`config.mk`:
```
export PLATFORM = sky130hd
export DESIGN_NAME = tx_axis_arbiter
export DESIGN_NICKNAME = d
export VERILOG_FILES = /design/src/rtl/tx_axis_arbiter.sv
export SDC_FILE = /design/constraint.sdc
export NUM_CORES = 1
export LEC_CHECK = 0
export BUFFER_PORTS_ARGS = -buffer_cell sky130_fd_sc_hd__buf_2
export CAP_MARGIN = 30
export CORE_MARGIN = 3
export CORE_UTILIZATION = 39
export CTS_CLUSTER_DIAMETER = 60
export DETAILED_ROUTE_END_ITERATION = 16
export PLACE_DENSITY = 0.82
export SETUP_SLACK_MARGIN = 0.4
export SLEW_MARGIN = 10
export SYNTH_ARGS = -nofsm -noshare
export SYNTH_HDL_FRONTEND = slang
export SYNTH_SLANG_ARGS = --single-unit
```
`constraint.sdc`:
```
create_clock -name tx_clk -period 2.55 [get_ports tx_clk]
set_clock_uncertainty 0.15 [all_clocks]
set_input_delay 0.1275 -clock tx_clk [delete_from_list [all_inputs] [get_ports tx_clk]]
set_output_delay 0.1275 -clock tx_clk [all_outputs]
set_load 0.05 [all_outputs]
```
`src/rtl/tx_axis_arbiter.sv`:
```
// tx_axis_arbiter
//   Frame-granular round-robin arbiter in front of the transmit MAC. Several
//   AXI-Stream frame sources share one AXIS output. A grant is held from the
//   first beat until the granted port's tlast beat is accepted, so frames are
//   never interleaved. The output datapath is a pure mux and adds no latency.
//
// Ports
//   tx_clk, tx_rst          clock, asynchronous active-low reset
//   s_tdata/tkeep/tvalid/   per-port AXIS slave inputs; port i uses slice i
//   s_tlast, s_tready
//   m_tdata/tkeep/tvalid/   AXIS master output toward the MAC
//   m_tlast, m_tready
//   cfg_port_en             per-port eligibility for new grants
//   cfg_overlen_clr         pulse: clear all sticky over-length flags
//   stat_grant              one-hot current grant (zero when idle)
//   stat_busy               a frame is in progress
//   stat_frame_done         one-cycle pulse after a frame's tlast handshake
//   stat_frame_port         port index of the frame that just completed
//   stat_overlen            sticky per-port over-length flags
module tx_axis_arbiter #(
  parameter int NUM_PORTS       = 4,
  parameter int AXIS_DATA_WIDTH = 32,
  parameter int AXIS_DATA_BYTES = AXIS_DATA_WIDTH / 8,
  parameter int MAX_FRAME_WORDS = 380
) (
  input  logic                                   tx_clk,
  input  logic                                   tx_rst,
  input  logic [NUM_PORTS*AXIS_DATA_WIDTH-1:0]   s_tdata,
  input  logic [NUM_PORTS*AXIS_DATA_BYTES-1:0]   s_tkeep,
  input  logic [NUM_PORTS-1:0]                   s_tvalid,
  input  logic [NUM_PORTS-1:0]                   s_tlast,
  output logic [NUM_PORTS-1:0]                   s_tready,
  output logic [AXIS_DATA_WIDTH-1:0]             m_tdata,
  output logic [AXIS_DATA_BYTES-1:0]             m_tkeep,
  output logic                                   m_tvalid,
  output logic                                   m_tlast,
  input  logic                                   m_tready,
  input  logic [NUM_PORTS-1:0]                   cfg_port_en,
  input  logic                                   cfg_overlen_clr,
  output logic [NUM_PORTS-1:0]                   stat_grant,
  output logic                                   stat_busy,
  output logic                                   stat_frame_done,
  output logic [$clog2(NUM_PORTS)-1:0]           stat_frame_port,
  output logic [NUM_PORTS-1:0]                   stat_overlen
);

  localparam int          PW = $clog2(NUM_PORTS);
  localparam int          CW = $clog2(MAX_FRAME_WORDS + 2);
  localparam int unsigned NP = NUM_PORTS;

  typedef enum logic {IDLE, GRANT} state_t;

  state_t               state, state_nxt;
  logic [NUM_PORTS-1:0] grant, grant_nxt;
  logic [PW-1:0]        rr_ptr, rr_nxt;
  logic [CW-1:0]        beat_cnt, cnt_nxt;
  logic [NUM_PORTS-1:0] overlen_nxt;
  logic                 done_nxt;
  logic [PW-1:0]        done_port_nxt;

  logic [NUM_PORTS-1:0] req;
  logic [PW-1:0]        gidx, pick;
  logic                 pick_ok;
  logic                 busy, accept;
  int unsigned          idx;

  assign busy = (state == GRANT);
  assign req  = s_tvalid & cfg_port_en;

  // Encode the registered one-hot grant into an index for the datapath mux.
  always_comb begin
    gidx = '0;
    for (int unsigned i = 0; i < NP; i++) begin
      if (grant[i]) gidx = PW'(i);
    end
  end

  // First requester at or above rr_ptr, wrapping around.
  always_comb begin
    pick    = '0;
    pick_ok = 1'b0;
    idx     = 0;
    for (int unsigned k = 0; k < NP; k++) begin
      idx = (32'(rr_ptr) + k) % NP;
      if (!pick_ok && req[idx]) begin
        pick    = PW'(idx);
        pick_ok = 1'b1;
      end
    end
  end

  assign m_tvalid = busy & s_tvalid[gidx];
  assign m_tlast  = busy & s_tlast[gidx];
  assign m_tdata  = s_tdata[32'(gidx)*AXIS_DATA_WIDTH +: AXIS_DATA_WIDTH];
  assign m_tkeep  = s_tkeep[32'(gidx)*AXIS_DATA_BYTES +: AXIS_DATA_BYTES];
  assign s_tready = grant & {NUM_PORTS{busy & m_tready}};
  assign accept   = m_tvalid & m_tready;

  assign stat_grant = grant;
  assign stat_busy  = busy;

  always_comb begin
    state_nxt     = state;
    grant_nxt     = grant;
    rr_nxt        = rr_ptr;
    cnt_nxt       = beat_cnt;
    done_nxt      = 1'b0;
    done_port_nxt = stat_frame_port;
    // Clear first so that a same-cycle set below takes priority.
    overlen_nxt   = cfg_overlen_clr ? '0 : stat_overlen;
    case (state)
      IDLE: begin
        if (pick_ok) begin
          state_nxt = GRANT;
          grant_nxt = {{(NUM_PORTS-1){1'b0}}, 1'b1} << pick;
          cnt_nxt   = '0;
        end
      end
      GRANT: begin
        if (accept) begin
          if (beat_cnt >= CW'(MAX_FRAME_WORDS)) overlen_nxt[gidx] = 1'b1;
          if (beat_cnt <= CW'(MAX_FRAME_WORDS)) cnt_nxt = beat_cnt + 1'b1;
          if (m_tlast) begin
            state_nxt     = IDLE;
            grant_nxt     = '0;
            rr_nxt        = (32'(gidx) == NP - 1) ? '0 : gidx + 1'b1;
            done_nxt      = 1'b1;
            done_port_nxt = gidx;
          end
        end
      end
      default: state_nxt = IDLE;
    endcase
  end

  always_ff @(posedge tx_clk or negedge tx_rst) begin
    if (!tx_rst) begin
      state           <= IDLE;
      grant           <= '0;
      rr_ptr          <= '0;
      beat_cnt        <= '0;
      stat_overlen    <= '0;
      stat_frame_done <= 1'b0;
      stat_frame_port <= '0;
    end else begin
      state           <= state_nxt;
      grant           <= grant_nxt;
      rr_ptr          <= rr_nxt;
      beat_cnt        <= cnt_nxt;
      stat_overlen    <= overlen_nxt;
      stat_frame_done <= done_nxt;
      stat_frame_port <= done_port_nxt;
    end
  end

endmodule

```
==> results.md <==
Route:
- For this block, wires on met1 add up to 3870 um.
- The detailed router placed 3,390 vias in this run.
- Detailed routing placed a total of 4810 um of wire on met2.
- The number of design rule violations left after detail routing is 0.
- The top metal layer carrying routed signals is met4.
- The pre-antenna-repair detailed-routing pass consisted of 4 iterations.
- The count of routing violations after the opening detailed-route iteration is 139.
- Wire segments on met3 add up to 1070 um in the final route.
- The final antenna-violating net count is 0.
- The final routed wire length divided by cell count is 16.2 um.
- The final layout contains routed wiring with a total length of 10,100 um.
- The ratio of routed vias to standard cells is 5.45.

Global route:
- The total overflow reported by the global router is 0.
- The global-route wire length before repair is 15,000 um.
- The number of antenna violations at the first check in global routing is 0.
- The number of global-route vias before repair is 3,109.
- The pin count of the biggest net entering global routing is 51.
- In the global route stage, overall resource usage came out at 25.0%.

Clock tree:
- The clock drives 23 sinks.
- The clock input transition at the sequential cells of the worst setup and hold paths is 0.08 ns.
- The TritonCTS clock tree is done.
- In this run the deepest clock path goes through 2 buffers.
- Clock latency on the worst-skew pair, taken at its later pin, is 0.27 ns.
- The number of clock buffers inserted by TritonCTS is 3.
- CTS built an H-tree with a depth of 1.
- The cell at the root of the clock tree is clkbuf_8.

Critical path:
- Counting both buffers and inverters, the worst setup path holds a total of 1.
- The depth of the most critical reg-to-reg path is 5.
- The startpoint type of the worst setup path is a register.
- The endpoint identified for the worst register-to-register timing path is rr_ptr[0]$_DFFE_PN0P_.
- The arrival time of data at the critical path endpoint is 1.83 ns.
- The required time of the worst setup path is 2.27 ns.
- The largest fanout of any net on the critical path is 6.
- The setup path with the least slack is of type reg -> out.
- The largest individual stage delay along the critical path comes from the cell dfrtp_4.
- STA classifies the critical path endpoint as an output port.
- The cell class contributing the biggest share of worst-path delay is simple AND/OR/NAND/NOR gates.
- Across all register-to-register paths, the minimum setup slack is 0.45 ns.
- The biggest cell delay along the critical path is 0.48 ns.
- The beginning of the worst register-to-register path is stat_grant[3]$_DFFE_PN0P_.
- The critical path goes through or2_0, o221ai_2, and2_1, clkbuf_4.

Synth:
- The main combinational cell family by area after synthesis is compound AO/OA/AOI/OAI gates.
- The share of the yosys chip area belonging to registers is 23.0%.
- The biggest area contributor in the post-synthesis netlist is dfrtp_1.
- Among all flip-flop cells after synthesis, the most frequent one is dfrtp_1.
- The post-synth design cell area is 2510 um^2.
- The simple logic cell fraction of the synthesized area is 22.6%.
- After synthesis, the largest area contributor takes up 23.0% of total cell area.
- The number of nets in the synthesized netlist is 512.
- After synthesis, the mean cell area works out to 7.23 um^2.
- During synthesis, Yosys emitted a total of 0 warnings.
- Synthesis produced a netlist whose cell count is 347.
- In this run, synthesis inferred 0 flip-flops with an integrated enable.
- The fraction of synthesized cell area in xor and xnor cells is 0.349%.
- Of the total synthesized cell area, the portion taken by full adders, half adders and majority gates is 2.50%.
- The number of library cell types mapped by synthesis is 51.
- In the post-synthesis netlist, the biggest area contributors are dfrtp_1 23%, mux2i_1 18%, nand2_1 8.7%.
- The multiplexer share of the synthesized area is 19.8%.
- In this run, synthesis produced a sequential element count of 23.
- The compound-gate portion of the synthesized area is 26.0%.
- The proportion of synthesized flip-flops having asynchronous set or reset is 100%.

STA:
- The relative slew slack is 58.8%.
- The worst path needs 2.11 ns of the cycle, external delays included.
- The aggregate negative setup slack is 0 ns.
- Final hold analysis gives a worst-case slack of 0.0643 ns.
- The final critical-path share of the clock period is 82.6%.
- Setup repair after global routing could not meet its margin everywhere.
- The transition at the pin with the smallest max-transition slack is 0.618 ns.
- The highest attainable clock frequency is 0.475 GHz.
- The final count of pins violating max slew is 0.
- The final count of hold timing violations is 0.
- The slack of the critical path is 0.444 ns.
- The number of endpoints failing setup at the final stage is 0.

Place:
- The number of buffer cells added on primary ports is 213.
- Timing analysis after detailed placement gives a worst setup slack of 0.447 ns.
- The last weighted congestion value of the routability-driven placer is 0.881.
- The post-detailed-placement half-perimeter wirelength is 8370 um.

Job:
- Across the run, the number of max-cap violations was 0.

Finish:
- Leaving out fill and tap cells, the most frequent cells in the layout are 212 x buf_2, 58 x nand2_1, 45 x mux2i_1.
- The utilization after layout is 64.0%.
- Cells with a size suffix above 1 make up 49.9% of the layout.
- After filler insertion, the fill cell instance count of the layout stands at 524.
- In the final design database the tool counted 713 nets.
- The commonest non-fill, non-tap cell in the layout is buf_2.
- 0 antenna diodes ended up in the layout.
- The area growth from synthesis to layout is 54.7%.

Power:
- The power per cell area is 1420 nW/um^2.
- Sequential cells account for 10.9% of the total power.
- Of the total power, combinational logic draws 85.0%.
- The internal power of the cells is 1.89 mW.
- Across the VDD grid, the largest voltage drop is 1.05 mV.
- Per report_power, the clock group accounts for 4.1% of the total.
- The standby leakage power is 1.95 nW.
- In this run switching power makes up 65.6% of total power.
- For this design the total switching power over the nets is 3.61 mW.

Min path:
- The worst hold path was traced through 3 stages.
- The class of the most critical hold timing path is in -> reg.
- In this run the most critical hold path is launched from cfg_overlen_clr.
- The worst min-delay path endpoint is stat_overlen[2]$_DFF_PN0_.

Floorplan:
- The cell row count is 28.
- The width of the die is 86.2 um.
- The number of top-level design ports is 214.
- The area of the core region is 6060 um^2.
- The effective utilization at floorplan is 41.4%.
- The die height is 86.2 um.
- The die covers 7430 um^2.

Status:
- The flow ran to the end, and the final reports show no timing, DRC or antenna violations.
-- how the worst max path moves through the flow --
stage,depth (start not counted),start,slack (ns),end
3_3_place_gp,5,stat_grant[3]$_DFFE_PN0P_,0.52,rr_ptr[0]$_DFFE_PN0P_
3_5_place_dp,5,stat_grant[3]$_DFFE_PN0P_,0.45,rr_ptr[1]$_DFFE_PN0P_
4_1_cts,5,stat_grant[2]$_DFFE_PN0P_,0.41,m_tlast
5_1_grt,4,stat_grant[3]$_DFFE_PN0P_,0.36,m_tvalid
6_report,4,stat_grant[3]$_DFFE_PN0P_,0.44,m_tvalid
2_1_floorplan,7,stat_grant[1]$_DFFE_PN0P_,0.39,m_tdata[21]
-- Yosys cell counts, types with 4 or more instances --
cell type	instances
nand2_1	58
mux2i_1	45
a21oi_1	40
nor2_1	39
o21ai_0	38
dfrtp_1	23
clkbuf_1	20
inv_1	7
and2_1	6
buf_2	5
ha_1	5
mux2_2	4
-- per-layer routing --
layer  vias to the layer above  global-route usage [%]
li1                       1658                       -
met1                      1496                    31.4
met2                       209                    42.0
met3                        27                    5.70
met4                         0                    9.07
met5                         -                       0
-- sequential cells by signal, summed over array words and instances, names as in the netlist --
name and count:
stat_overlen 4, stat_frame_port 2, stat_frame_done 1, beat_cnt 9, stat_busy 1, rr_ptr 2, stat_grant 4
-- cells by family after synthesis --
kind of cell | Yosys count
AND/OR/NAND/NOR | 126
AO/OA/AOI/OAI | 108
multiplexers | 49
buffers and inverters | 35
flip-flops | 23
adder cells (fa/ha/maj) | 5
XOR/XNOR | 1
-- worst min-delay path, stage by stage --
cell,delay (ns)
buf_2,0.09
inv_1,0.10
a32o_1,0.13
-- power groups by stage --
stage | Combinational [mW] | Clock [mW] | Sequential, mW
after floorplan | 3.54 | 0 | 0.701
after global placement | 4.54 | 0 | 0.600
after CTS | 4.66 | 0.231 | 0.595
final | 4.68 | 0.225 | 0.601
after global routing | 4.96 | 0.244 | 0.620
after detailed placement | 4.61 | 0 | 0.607
-- cell type report --
class | instances | area (um^2) | area share (%)
Sequential cell | 23 | 582 | 15.0
Inverter | 8 | 30.0 | 0.774
Timing Repair Buffer | 223 | 1170 | 30.2
Clock buffer | 4 | 45.0 | 1.16
Tap cell | 75 | 93.8 | 2.42
Multi-Input combinational cell | 289 | 1960 | 50.5
-- per-stage QoR --
step,power [mW],instances,instance area (um^2)
final,5.50,622,3880
after global routing,5.83,622,3880
after CTS,5.48,621,3860
after detailed placement,5.22,614,3770
after global placement,5.14,614,3770
after floorplan,4.24,347,2690
-- timing repair --
action	CTS	global route
gates resized for setup	3	4
buffers inserted	2	1
endpoints found under the setup margin	23	15
endpoints found under the hold margin	23	0
hold buffers	1	0
pin swaps	1	1
cloned	0	0
(Power assumes the default switching activity.)
